<file path="config.mk">
export PLATFORM = sky130hd
export DESIGN_NAME = brch_ckpt_queue
export DESIGN_NICKNAME = d
export VERILOG_FILES = /design/src/rtl/brch_ckpt_queue.sv
export SDC_FILE = /design/constraint.sdc
export NUM_CORES = 1
export LEC_CHECK = 0
export ABC_AREA = 1
export BUFFER_PORTS_ARGS = -buffer_cell sky130_fd_sc_hd__buf_4
export CAP_MARGIN = 10
export CORE_ASPECT_RATIO = 0.8
export CORE_UTILIZATION = 35
export CTS_BUF_LIST = sky130_fd_sc_hd__clkbuf_4 sky130_fd_sc_hd__clkbuf_8
export CTS_CLUSTER_SIZE = 10
export DETAILED_ROUTE_END_ITERATION = 8
export SLEW_MARGIN = 0
export SYNTH_ARGS = -nofsm -noshare
export SYNTH_HDL_FRONTEND = slang
export SYNTH_SLANG_ARGS = --single-unit
</file>
<file path="constraint.sdc">
create_clock -name clk -period 3.7 [get_ports clk]
set_input_delay 0.37 -clock clk [delete_from_list [all_inputs] [get_ports clk]]
set_output_delay 0.37 -clock clk [all_outputs]
set_load 0.05 [all_outputs]
</file>
<file path="src/rtl/brch_ckpt_queue.sv">
// Branch checkpoint queue: one {active-list index, free-list position} entry per
// dispatched branch, retired in order on commit and truncated on mispredict.
module brch_ckpt_queue #(
  parameter int DEPTH = 4,
  parameter int IDX_W = 6,
  parameter int POS_W = 7
) (
  input  logic                     clk,
  input  logic                     rst_n,
  input  logic                     disp_vld,
  input  logic [3:0]               brch,
  input  logic [3:0]               preg_need,
  input  logic [IDX_W-1:0]         base_indx,
  input  logic [POS_W-1:0]         curr_pos,
  input  logic                     cmt_brch,
  input  logic [IDX_W-1:0]         cmt_brch_indx,
  input  logic                     mis_pred,
  input  logic [IDX_W-1:0]         brch_mis_indx,
  output logic                     space_ok,
  output logic [$clog2(DEPTH):0]   count,
  output logic                     empty,
  output logic                     full,
  output logic                     rcv_vld,
  output logic [POS_W-1:0]         rcv_pos,
  output logic                     rcv_err
);

  localparam int PW = $clog2(DEPTH);
  localparam int CW = PW + 1;

  typedef logic [PW-1:0] ptr_t;
  typedef logic [CW-1:0] cnt_t;

  logic [IDX_W-1:0] ent_indx [DEPTH];
  logic [POS_W-1:0] ent_pos  [DEPTH];

  ptr_t head, tail, head_n, tail_n;
  cnt_t count_n;

  logic [2:0]       push_cnt;
  logic [3:0]       free_cnt;
  logic             push_en;
  logic             cmt_hit;
  logic             mis_hit;
  ptr_t             mis_off;
  logic [POS_W-1:0] mis_pos;
  logic             rcv_err_n;

  ptr_t             wr_ptr  [4];
  logic [IDX_W-1:0] wr_indx [4];
  logic [POS_W-1:0] wr_pos  [4];

  function automatic logic [2:0] pop4(input logic [3:0] v);
    return 3'(v[0]) + 3'(v[1]) + 3'(v[2]) + 3'(v[3]);
  endfunction

  // Space check deliberately ignores a same-cycle commit so it stays off the CAM path.
  assign push_cnt = pop4(brch);
  assign free_cnt = 4'(DEPTH) - 4'(count);
  assign space_ok = free_cnt >= {1'b0, push_cnt};
  assign empty    = (count == '0);
  assign full     = (count == cnt_t'(DEPTH));
  assign push_en  = disp_vld & space_ok & ~mis_pred;

  // Slot k lands after all older branches of the group; its position skips only
  // the registers allocated by older slots.
  always_comb begin
    logic [3:0] mask;
    mask = '0;
    for (int k = 0; k < 4; k++) begin
      mask       = 4'((5'd1 << k) - 5'd1);
      wr_ptr[k]  = tail + ptr_t'(pop4(brch & mask));
      wr_indx[k] = base_indx + IDX_W'(k);
      wr_pos[k]  = curr_pos + POS_W'(pop4(preg_need & mask));
    end
  end

  assign cmt_hit = cmt_brch & ~empty & (ent_indx[head] == cmt_brch_indx);

  // Descending scan so the smallest offset (oldest entry) is the final winner.
  always_comb begin
    mis_hit = 1'b0;
    mis_off = '0;
    for (int m = DEPTH - 1; m >= 0; m--) begin
      if ((cnt_t'(m) < count) && (ent_indx[head + ptr_t'(m)] == brch_mis_indx)) begin
        mis_hit = 1'b1;
        mis_off = ptr_t'(m);
      end
    end
  end

  assign mis_pos = ent_pos[head + mis_off];

  always_comb begin
    head_n  = head;
    tail_n  = tail;
    count_n = count;
    if (mis_pred && mis_hit) begin
      // Flush is measured from the original head; a commit of the flushed head is dropped.
      tail_n = head + mis_off;
      if (cmt_hit && (mis_off != '0)) begin
        head_n  = head + ptr_t'(1);
        count_n = {1'b0, mis_off} - cnt_t'(1);
      end else begin
        count_n = {1'b0, mis_off};
      end
    end else begin
      if (cmt_hit) begin
        head_n  = head + ptr_t'(1);
        count_n = count_n - cnt_t'(1);
      end
      if (push_en) begin
        tail_n  = tail + ptr_t'(push_cnt);
        count_n = count_n + cnt_t'(push_cnt);
      end
    end
  end

  assign rcv_err_n = (cmt_brch & ~cmt_hit) | (mis_pred & ~mis_hit);

  always_ff @(posedge clk or negedge rst_n) begin
    if (!rst_n) begin
      head    <= '0;
      tail    <= '0;
      count   <= '0;
      rcv_vld <= 1'b0;
      rcv_pos <= '0;
      rcv_err <= 1'b0;
    end else begin
      head    <= head_n;
      tail    <= tail_n;
      count   <= count_n;
      rcv_vld <= mis_pred & mis_hit;
      rcv_err <= rcv_err_n;
      if (mis_pred && mis_hit) begin
        rcv_pos <= mis_pos;
      end
    end
  end

  // Entry payload needs no reset: occupancy is tracked solely by head/count.
  always_ff @(posedge clk) begin
    for (int k = 0; k < 4; k++) begin
      if (push_en && brch[k]) begin
        ent_indx[wr_ptr[k]] <= wr_indx[k];
        ent_pos[wr_ptr[k]]  <= wr_pos[k];
      end
    end
  end

endmodule

</file>
Word-level counts from Yosys, hierarchy flattened
Memories as Yosys holds them, arrays and structs flattened. A register that Yosys moved wholly into a read port is not among the register bits. Cells that the tools add are included.

Register bits: 9. Bits in latches: 0. Bits in writable memories: 52. Memory bits (read-only): 0. Input bits: 38. Output and inout port bits: 15. Logic and storage cells: 96. Memories: 2.

Add/sub/neg operators: 23. Multiply operators: 0. Divide/modulo/power cells: 0. $lt $le $gt $ge: 5. Equality and inequality tests: 7. Shift-type cells: 0. Mux-type cells: 26. Bitwise gates (word level): 12. Reductions and logical operators: 16.

Memories: ent_pos (words 4, width 7, rd ports 1, clocked after Yosys merged registers in 1, wr ports 4, RTL line 35) `logic [POS_W-1:0] ent_pos [DEPTH];`; ent_indx (words 4, width 6, rd ports 4, clocked after Yosys merged registers in 0, wr ports 4, RTL line 34) `logic [IDX_W-1:0] ent_indx [DEPTH];`.

Operators by type and width (count): $eq A6 B6 Y1 (5); $mux W2 (9); $mux W3 (5); $add A7 B3 Y7 (2); $add A6 B2 Y6 const B (2); $mux W1 (12); $logic_and A1 B1 Y1 (10); $add A2 B2 Y2 (4); $add A7 B1 Y7 (1); $and A1 B1 Y1 (7); $add A2 B1 Y3 (2); $add A6 B1 Y6 const B (1); $lt A1 B3 Y1 const A (2); $lt A2 B3 Y1 const A (2); $reduce_bool A2 Y1 (3); $add A1 B1 Y2 (2); $add A2 B2 Y2 const B (2); $ge A4 B3 Y1 (1); $not A1 Y1 (4); $sub A3 B3 Y4 const A (1); $add A3 B1 Y3 (1); $add A3 B3 Y3 (1); $eq A3 B3 Y1 const B (1); $logic_not A3 Y1 (1); other kinds (8) (8).

Longest topological paths before layout
Gate-level depths: netlist of the first run. An unclocked memory read counts as a cell.

Depth in word-level cells: 13. Gate-level depth with buffers: 23. Mapped depth without buffers: 21.

Worst setup path before layout of the first run
No wires, ideal clock.

Kind: in2reg. Start point: in brch[0]. End point: mem ent_indx[0][0], enable pin. Library setup time: 0.367 ns. Data arrival time: 3.728 ns. Required time: 3.333 ns. Slack: -0.395 ns. Stages on the path: 13. Path buffers: 1. Path through: fa_1 > ha_1 > inv_1 > fa_1 > ha_1 > a21boi_0 > o21ai_0 > nand2_1 > nand2_2 > nor2_1 > nand3_1 > clkbuf_1 > nand3_1.

RTL lines: start: declaration (RTL line 11) `input logic [3:0] brch,`; end: declaration (RTL line 34).

==> impl_metrics.py, run 1 <==
metrics = {
    "drt": {
        "vias_per_cell": 5.127,
        "drc": 0,
        "drt_wl_total_um": 20080,
        "first_pass_iters": 6,
        "wl_per_cell_um": 15.64,
        "drt_iter0_drc": 619,
        "vias": 6583,
        "antenna_left": 0,
    },
    "cts": {
        "clk_pin_slew_ns": 0.08,
        "cts_sinks": 68,
        "cts_buffers": 9,
        "clockRootBuffer": "clkbuf_8",
        "worstSkewPairLatency_ns": 0.36,
        "htree_levels": 3,
        "clock_path_buffers": 2,
        "cts_tree": "built",
    },
    "status": {
        "status": "finished clean",
    },
    "floorplan": {
        "die_area_mm2": 0.01931,
        "die_w_um": 155.1,
        "die_h_um": 124.5,
        "rows": 44,
        "start_util": 0.3591,
        "coreArea_mm2": 0.01828,
        "ios": 53,
    },
    "synthesis": {
        "yosysSeqAreaShare": 0.2989,
        "synthArstFlopShare": 0.2353,
        "synth_edf_count": 52,
        "synth_cell_types": 44,
        "synthCells": 951,
        "synth_area_per_cell_um2": 6.902,
        "syn_area_mm2": 0.006564,
        "synth-seq-cells": 68,
        "synthFlopType": "edfxtp_1",
        "synth.net_count": 1022,
        "ys_warn_count": 0,
    },
    "sta": {
        "fmax_mhz": 285.3,
        "setup_viol": 0,
        "final.setup.worst_slack_ns": 0.1948,
        "relSlewSlack": 0.6425,
        "rsz0062_at_grt": "true",
        "fin_crit_ns": 3.505,
        "finClkSkew_ns": 0.01355,
        "tightest_slew_ns": 0.5307,
        "hold_violations": 0,
        "slew_viol_final": 0,
        "hold_ws_ns": 0.3045,
        "fin_crit_sh": 0.9474,
    },
    "run": {
        "cap_violations": 0,
    },
    "layout": {
        "final_nets": 1097,
        "nFillCells": 1915,
        "ff_latch_area_mm2": 0.001963,
        "num_antenna_cells": 0,
        "final_util": 0.4231,
        "drive_gt1_frac": 0.1581,
        "multi_input_area_mm2": 0.004036,
        "syn_to_final_growth_pct": 17.82,
    },
    "global_route": {
        "grt_max_degree": 28,
        "grt_use_total": 0.2145,
        "antenna_found_initial": 1,
        "grt_overflow": 0,
        "grt_pass1_wl_um": 31960,
        "grt_pass1_vias": 5755,
    },
    "placement": {
        "gp_congestion": 0.9418,
        "numPortBuffers": 51,
        "dp_hpwl_um": 16160,
        "place_ws_ns": -0.1977,
    },
    "pwr": {
        "peakVddDrop_uv": 260.3,
        "p_leak_nw": 3.830,
        "power.density_mw_per_mm2": 658.6,
    },
    "setup_path": {
        "crit_arrival_ns": 3.59,
        "endpoint_kind": "flop",
        "startpoint_type": "input port",
        "crit_required_ns": 3.79,
        "path_max_fanout": 9,
        "path_class": "input port to flop",
    },
    "hold_path": {
        "hold_class": "input port to flop",
    },
}
-- area by class of cell --
| cell class | instances | share of cell area |
|---|---|---|
| clock buffers | 10 | 0.01699 |
| clock inverters | 6 | 0.01019 |
| inverters | 100 | 0.05064 |
| multi-input cells | 742 | 0.5219 |
| flip-flops and latches | 68 | 0.2538 |
| well taps | 253 | 0.04093 |
| repair buffers | 105 | 0.1055 |
-- metrics by stage --
stage | power (mW) | area (um2) | std cells | TNS, ns
6_report | 5.093 | 7734 | 1284 | 0
5_1_grt | 5.510 | 7734 | 1284 | -0.006256
4_1_cts | 5.082 | 7725 | 1284 | 0
3_5_place_dp | 4.399 | 7505 | 1267 | -11.27
3_3_place_gp | 4.360 | 7505 | 1267 | -5.170
2_1_floorplan | 3.548 | 6621 | 951 | 0
-- flip-flops by register name, summed over array words and instances (netlist names) --
name	count
rcv_err	1
ent_pos	28
rcv_vld	1
count	3
ent_indx	24
head	2
rcv_pos	7
tail	2
-- final timing paths --
path | endpoint | depth (start not counted) | slack, ns | start
min in group asynchronous | rcv_err$_DFF_PN0_ | 2 | 0.40 | rst_n
worst min register to register | rcv_pos[6]$_DFFE_PN0P_ | 2 | 0.49 | rcv_pos[6]$_DFFE_PN0P_
max in group asynchronous | head[0]$_DFFE_PN0P_ | 2 | 3.09 | rst_n
worst max register to register | rcv_pos[6]$_DFFE_PN0P_ | 20 | 0.42 | head[0]$_DFFE_PN0P_
worst min-delay path | rcv_err$_DFF_PN0_ | 3 | 0.30 | mis_pred
worst max-delay path | ent_pos[0][0]$_DFFE_PP_ | 16 | 0.19 | brch[0]
-- cell usage in the layout, fill, tap and decap left out, types with 14 or more instances in the layout --
| master | n |
|---|---|
| nand3_1 | 150 |
| dfrtp_1 | 15 |
| a31oi_1 | 21 |
| buf_4 | 102 |
| xor2_1 | 30 |
| o21ai_0 | 28 |
| mux2i_1 | 14 |
| ha_1 | 27 |
| edfxtp_1 | 52 |
| nand2_1 | 271 |
| nor2_1 | 76 |
| inv_1 | 87 |
| a21oi_1 | 39 |
-- routing by layer --
| layer | share of wire | vias to the layer above | global-route usage |
|---|---|---|---|
| met1 | 0.52 | 2959 | 0.3484 |
| met5 | 0 | - | 0 |
| met2 | 0.39 | 297 | 0.2848 |
| met4 | 0.0071 | 0 | 0.03553 |
| met3 | 0.085 | 9 | 0.04454 |
| li1 | - | 3318 | - |
-- repair_timing --
item                                    CTS  global route
hold buffers                              1             0
hold endpoints to repair                 16             0
resized for setup                         0             3
endpoints found under the setup margin    0            51
buffers inserted                          0             0
-- cells in the mapped netlist, types with 7 or more instances --
cell type	n	area [um2]
nand2_2	9	56.30
a21oi_1	39	195.2
dfrtp_1	16	400.4
o21ai_0	28	140.1
o22ai_1	12	75.07
buf_2	10	50.05
ha_1	27	337.8
clkbuf_1	19	71.32
xor2_1	30	262.8
nand3_1	155	775.7
mux2i_1	14	140.1
buf_6	7	78.83
nor2_1	77	289.0
a22oi_1	7	52.55
nand2_1	272	1021
inv_1	87	326.6
edfxtp_1	52	1562
clkinv_1	7	26.28
a31oi_1	21	131.4
-- power breakdown --
part           internal [mW]  switching [mW]  leakage (nW)
combinational           1.07            2.05          3.05
sequential              1.11           0.183         0.673
clock                  0.381           0.294         0.111
-- worst max-delay path: stages --
cell and delay [ns]:
buf_4 0.12, fa_1 0.60, ha_1 0.16, inv_1 0.04
fa_1 0.48, ha_1 0.28, a21boi_0 0.11, o21ai_0 0.19
nand2_2 0.09, nand2_2 0.15, nor2_1 0.10, buf_4 0.14
nand3_1 0.14, clkinv_1 0.28, a21oi_1 0.21, a31oi_1 0.13
-- kinds of logic after synthesis --
| logic type | synth area share |
|---|---|
| XOR/XNOR | 0.04804 |
| adder cells (fa/ha/maj) | 0.06977 |
| buffers and inverters | 0.09531 |
| AND/OR/NAND/NOR | 0.3570 |
| flip-flops | 0.2989 |
| multiplexers | 0.02135 |
| AO/OA/AOI/OAI | 0.1096 |
Power figures use the tool's default switching activity.
==> run 2: changes to the inputs <==
SETUP_SLACK_MARGIN = 0.4   (was default)
==> run 2 against run 1 <==
Setup slack improved by 0.17 ns; non-clock buffer count decreased by 4; first-iteration DRC count decreased by 1.1%; cell count decreased by 0.23%; clock power increased by 3%.
==> impl_metrics.py, run 2 (same netlist as run 1, synthesis figures left out) <==
metrics = {
    "status": {
        "status": "finished clean",
    },
    "drt": {
        "drt_wl_total_um": 20750,
        "vias_per_cell": 5.220,
        "drt_iter0_drc": 612,
        "antenna_left": 0,
        "wl_per_cell_um": 16.19,
        "drc": 0,
        "first_pass_iters": 5,
        "vias": 6687,
    },
    "layout": {
        "largest_register_ffs": 28,
        "drive_gt1_frac": 0.2276,
        "syn_to_final_growth_pct": 27.95,
        "final_nets": 1094,
        "num_antenna_cells": 0,
        "final_cell_mix": "nand2_1 (263), nand3_1 (141), inv_1 (80), buf_4 (80), nor2_1 (73)",
        "final_common_cell": "nand2_1",
    },
    "cts": {
        "cts_buffers": 9,
        "clock_path_buffers": 2,
        "clk_pin_slew_ns": 0.07,
        "worstSkewPairLatency_ns": 0.35,
        "htree_levels": 3,
        "cts_tree": "built",
        "clockRootBuffer": "clkbuf_8",
        "cts_sinks": 68,
    },
    "run": {
        "cap_violations": 0,
    },
    "sta": {
        "slew_viol_final": 0,
        "rsz0062_at_grt": "true",
        "fin_crit_ns": 3.332,
        "setup_tns_ns": 0,
        "finClkSkew_ns": 0.009190,
        "fin_crit_sh": 0.9007,
        "setup_viol": 0,
        "relSlewSlack": 0.5310,
        "hold_violations": 0,
        "hold_ws_ns": 0.3318,
        "fmax_mhz": 300.1,
        "tightest_slew_ns": 0.6961,
        "final.setup.worst_slack_ns": 0.3676,
    },
    "hold_path": {
        "hold_depth": 3,
        "hold_class": "input port to flop",
    },
    "pwr": {
        "power.density_mw_per_mm2": 651.7,
        "finalPower_mw": 5.473,
        "peakVddDrop_uv": 241.5,
        "p_leak_nw": 3.965,
    },
    "placement": {
        "gp_congestion": 0.9176,
        "dp_hpwl_um": 16080,
        "numPortBuffers": 51,
        "place_ws_ns": -0.008727,
    },
    "setup_path": {
        "startpoint_type": "input port",
        "crit_arrival_ns": 3.42,
        "path_class": "input port to flop",
        "endpoint_kind": "flop",
        "r2r_cells": 19,
        "crit_required_ns": 3.79,
        "path_max_fanout": 5,
    },
    "global_route": {
        "grt_overflow": 0,
        "grt_use_total": 0.2096,
        "antenna_found_initial": 0,
        "grt_pass1_wl_um": 31640,
        "grt_pass1_vias": 5840,
        "grt_max_degree": 28,
    },
    "floorplan": {
        "die_h_um": 124.5,
        "coreArea_mm2": 0.01828,
        "die_area_mm2": 0.01931,
        "rows": 44,
        "start_util": 0.3591,
        "die_w_um": 155.1,
        "ios": 53,
    },
}
[run 2: changes by cell type in the layout (fill, tap and decap cells not counted), sizes merged]
| cell | delta |
|---|---|
| inv | -1 |
| nand3 | +1 |
| clkinv | -4 |
| buf | -8 |
| clkinvlp | +1 |
| clkbuf | +8 |
[run 2: path summary, 6_finish.rpt]
path                                         from                  endpoint  slack, ns
setup / recovery                          brch[2]  ent_indx[1][5]$_DFFE_PP_       0.37
hold / removal                           mis_pred         rcv_err$_DFF_PN0_       0.33
setup reg to reg              head[0]$_DFFE_PN0P_       tail[1]$_DFFE_PN0P_       0.69
hold reg to reg            rcv_pos[0]$_DFFE_PN0P_    rcv_pos[0]$_DFFE_PN0P_       0.49
max in group asynchronous                   rst_n       head[0]$_DFFE_PN0P_       3.05
min in group asynchronous                   rst_n         rcv_vld$_DFF_PN0_       0.43
[run 2: report_power, final]
group	switching (mW)	internal, mW	leakage [nW]
clock network	0.265	0.429	0.119
logic	2.26	1.25	3.18
registers	0.151	1.12	0.671
total	2.68	2.79	3.96
[run 2: through the flow]
| step | util | area (um2) | cells |
|---|---|---|---|
| 2_1_floorplan | - | 6839 | 951 |
| 3_3_place_gp | 0.4160 | 7604 | 1248 |
| 3_5_place_dp | 0.4160 | 7604 | 1248 |
| 4_1_cts | 0.4295 | 7850 | 1266 |
| 5_1_grt | 0.4595 | 8398 | 1281 |
| 6_report | 0.4595 | 8398 | 1281 |
[run 2: critical path, cell delays in order]
cell and delay, ns:
buf_8 0.10, fa_1 0.56, ha_2 0.18, inv_2 0.03
fa_2 0.45, ha_4 0.28, a21boi_4 0.16, o21ai_2 0.08
nand2_4 0.10, nand2_8 0.08, nor2_4 0.21, buf_6 0.13
nand3_4 0.13, clkbuf_16 0.24, nand3_2 0.06, nand2_1 0.06
o22a_1 0.19
[run 2: cell type report]
type | count | area, um2
Tap cell | 253 | 316.6
Inverter | 100 | 441.7
Clock inverter | 2 | 60.06
Timing Repair Buffer | 101 | 973.4
Sequential cell | 68 | 1964
Clock buffer | 14 | 167.7
Multi-Input combinational cell | 743 | 4474
Fill cell | 1863 | 9879
[run 2: per-layer routing]
metal / track usage / vias up / routed length [um]
met5: 0 / - / 0
met4: 0.06057 / 0 / 460
met3: 0.02018 / 29 / 1385
met2: 0.3010 / 290 / 8653
met1: 0.3268 / 3056 / 10250
li1: - / 3312 / -
[run 2: what timing repair did]
action / CTS / global route
setup endpoints to repair: 22 / 109
pin swaps: 1 / 18
gates cloned: 0 / 4
hold buffers: 1 / 0
endpoints found under the hold margin: 16 / 0
setup buffers: 1 / 11
resized for setup: 2 / 83
==> run 3: changes to the inputs <==
--- a/config.mk
+++ b/config.mk
@@ -14,5 +14,5 @@
 export CTS_CLUSTER_SIZE = 10
 export DETAILED_ROUTE_END_ITERATION = 8
-export SETUP_SLACK_MARGIN = 0.4
+export SETUP_SLACK_MARGIN = 0.2
 export SLEW_MARGIN = 0
 export SYNTH_ARGS = -nofsm -noshare
==> constraint.sdc (replaced) <==
create_clock -name clk -period 3.7 [get_ports clk]
set_input_delay 0.37 -clock clk [delete_from_list [all_inputs] [get_ports clk]]
set_output_delay 0.37 -clock clk [all_outputs]
set_load 0.1 [all_outputs]
==> run 3 against run 2 <==
Clock skew increased by 0.0025 ns; cell area fell by 6.7%; sequential power is essentially flat; power fell by 0.60%.
==> impl_metrics.py, run 3 (same netlist as run 1, synthesis figures left out) <==
metrics = {
    "status": {
        "status": "finished clean",
    },
    "placement": {
        "place_area_mm2": 0.007594,
        "dpl.cell_count": 1245,
        "gp_congestion": 0.9533,
        "numPortBuffers": 51,
        "dp_hpwl_um": 15970,
        "place_ws_ns": 0.01543,
    },
    "layout": {
        "final_cell_mix": "nand2_1 (262), nand3_1 (137), inv_1 (80), buf_4 (76), nor2_1 (74)",
        "instances_no_fill": 1262,
        "num_antenna_cells": 0,
        "final_common_cell": "nand2_1",
        "syn_to_final_growth_pct": 19.37,
        "postLayoutCellArea_mm2": 0.007835,
        "largest_register_ffs": 28,
        "drive_gt1_frac": 0.1824,
        "final_nets": 1075,
    },
    "setup_path": {
        "crit_chain": "buf_4 > fa_1 > ha_2 > inv_2 > fa_2 > ha_1 > a21boi_2 > o21ai_2 > nand2_4 > nand2_8 > nor2_4 > nand3_4 > inv_1 > nor2_1 > a31oi_1",
        "critical_path_buf_inv_count": 3,
        "cp_slowest_stage_delay_ns": 0.57,
        "crit_required_ns": 3.84,
        "slowest_stage": "fa_1",
        "path_max_fanout": 11,
        "crit_arrival_ns": 3.47,
        "path_class": "input port to flop",
        "startpoint_type": "input port",
        "cp_top_family": "adder cells",
        "endpoint_kind": "flop",
    },
    "floorplan": {
        "coreArea_mm2": 0.01828,
        "die_w_um": 155.1,
        "rows": 44,
        "die_h_um": 124.5,
        "start_util": 0.3591,
        "ios": 53,
        "die_area_mm2": 0.01931,
    },
    "sta": {
        "hold_violations": 0,
        "finClkSkew_ns": 0.01172,
        "fmax_mhz": 299.9,
        "setup_viol": 0,
        "relSlewSlack": 0.5871,
        "fin_crit_ns": 3.334,
        "hold_ws_ns": 0.2984,
        "fin_crit_sh": 0.9012,
        "final.setup.worst_slack_ns": 0.3656,
        "slew_viol_final": 0,
        "setup_tns_ns": 0,
        "tightest_slew_ns": 0.6128,
        "rsz0062_at_grt": "false",
    },
    "drt": {
        "vias_per_cell": 5.108,
        "antenna_left": 0,
        "first_pass_iters": 8,
        "drc": 0,
        "vias": 6446,
        "wl_per_cell_um": 15.80,
        "drt_iter0_drc": 775,
        "drt_wl_total_um": 19930,
    },
    "cts": {
        "clock_path_buffers": 2,
        "clockRootBuffer": "clkbuf_8",
        "cts_sinks": 68,
        "worstSkewPairLatency_ns": 0.35,
        "cts_buffers": 9,
        "cts_tree": "built",
        "htree_levels": 3,
        "cts_setup_buffers": 0,
        "clk_pin_slew_ns": 0.08,
    },
    "pwr": {
        "swShare": 0.5288,
        "pwr-share-clk": 0.125,
        "p_leak_nw": 3.758,
        "p_comb_frac": 0.643,
        "p_seq_frac": 0.232,
        "power_switching_mw": 2.877,
        "p_int_mw": 2.564,
        "power.density_mw_per_mm2": 694.4,
        "peakVddDrop_uv": 334.7,
    },
    "run": {
        "cap_violations": 0,
    },
    "hold_path": {
        "hold_class": "input port to flop",
    },
    "global_route": {
        "grt_use_total": 0.2123,
        "grt_pass1_wl_um": 31920,
        "grt_pass1_vias": 5689,
        "grt_overflow": 0,
        "antenna_found_initial": 0,
        "grt_max_degree": 28,
    },
}
run 3: changes by cell type in the layout (fill, tap and decap cells not counted), moves of 5 or more:
cell / previous run / this run
a31oi_1: 13 / 21
buf_12: 11 / 5
a21oi_2: 15 / 2
clkinv_4: 2 / 7
o21ai_2: 6 / 1
o21ai_0: 12 / 19
clkbuf_4: 5 / 0
a21oi_1: 23 / 38
a31oi_2: 8 / 0
run 3: final cells by class:
class,instances,area (um2)
Clock buffer,9,123.9
Clock inverter,7,98.84
Multi-Input combinational cell,742,4224
Fill cell,1910,10440
Sequential cell,68,1967
Timing Repair Buffer,83,691.9
Tap cell,253,316.6
Inverter,100,412.9
run 3: per-stage QoR:
stage               total power [mW]  utilization
floorplan                      3.997            -
global placement               4.724       0.4155
detailed placement             4.750       0.4155
CTS                            5.438       0.4282
global route                   5.855       0.4287
finish                         5.440       0.4287
run 3: timing repair:
action / CTS / global route
endpoints found under the setup margin: 0 / 2
gates resized for setup: 0 / 3
hold buffers: 1 / 0
hold endpoints to repair: 16 / 0
run 3: path summary, 6_finish.rpt:
kind                                              from                       to  slack (ns)  depth (start not counted)
worst max-delay path                           brch[0]  ent_pos[2][6]$_DFFE_PP_        0.37                         15
worst min-delay path                          cmt_brch        rcv_err$_DFF_PN0_        0.30                          3
worst max register to register     head[0]$_DFFE_PN0P_       count[2]$_DFF_PN0_        0.50                         20
worst min register to register  rcv_pos[1]$_DFFE_PN0P_   rcv_pos[1]$_DFFE_PN0P_        0.49                          2
max in group asynchronous                        rst_n       count[1]$_DFF_PN0_        3.05                          2
min in group asynchronous                        rst_n       count[0]$_DFF_PN0_        0.42                          2
run 3: metal layers:
layer	track usage	share of wire	up-vias
li1	-	-	3270
met1	0.3455	0.52	2932
met2	0.2880	0.40	229
met3	0.02853	0.069	15
met4	0.04601	0.010	0
met5	0	0	-
run 3: tightest hold or removal path, cell delays in order:
cell     delay, ns
buf_4         0.10
inv_1         0.06
o22ai_1       0.08
run 3: power groups by stage:
stage	Combinational [mW]	Clock, mW	Sequential [mW]
finish	3.50	0.680	1.26
global route	3.84	0.722	1.29
CTS	3.49	0.691	1.26
detailed placement	3.47	0	1.28
global placement	3.45	0	1.27
floorplan	2.40	0	1.59
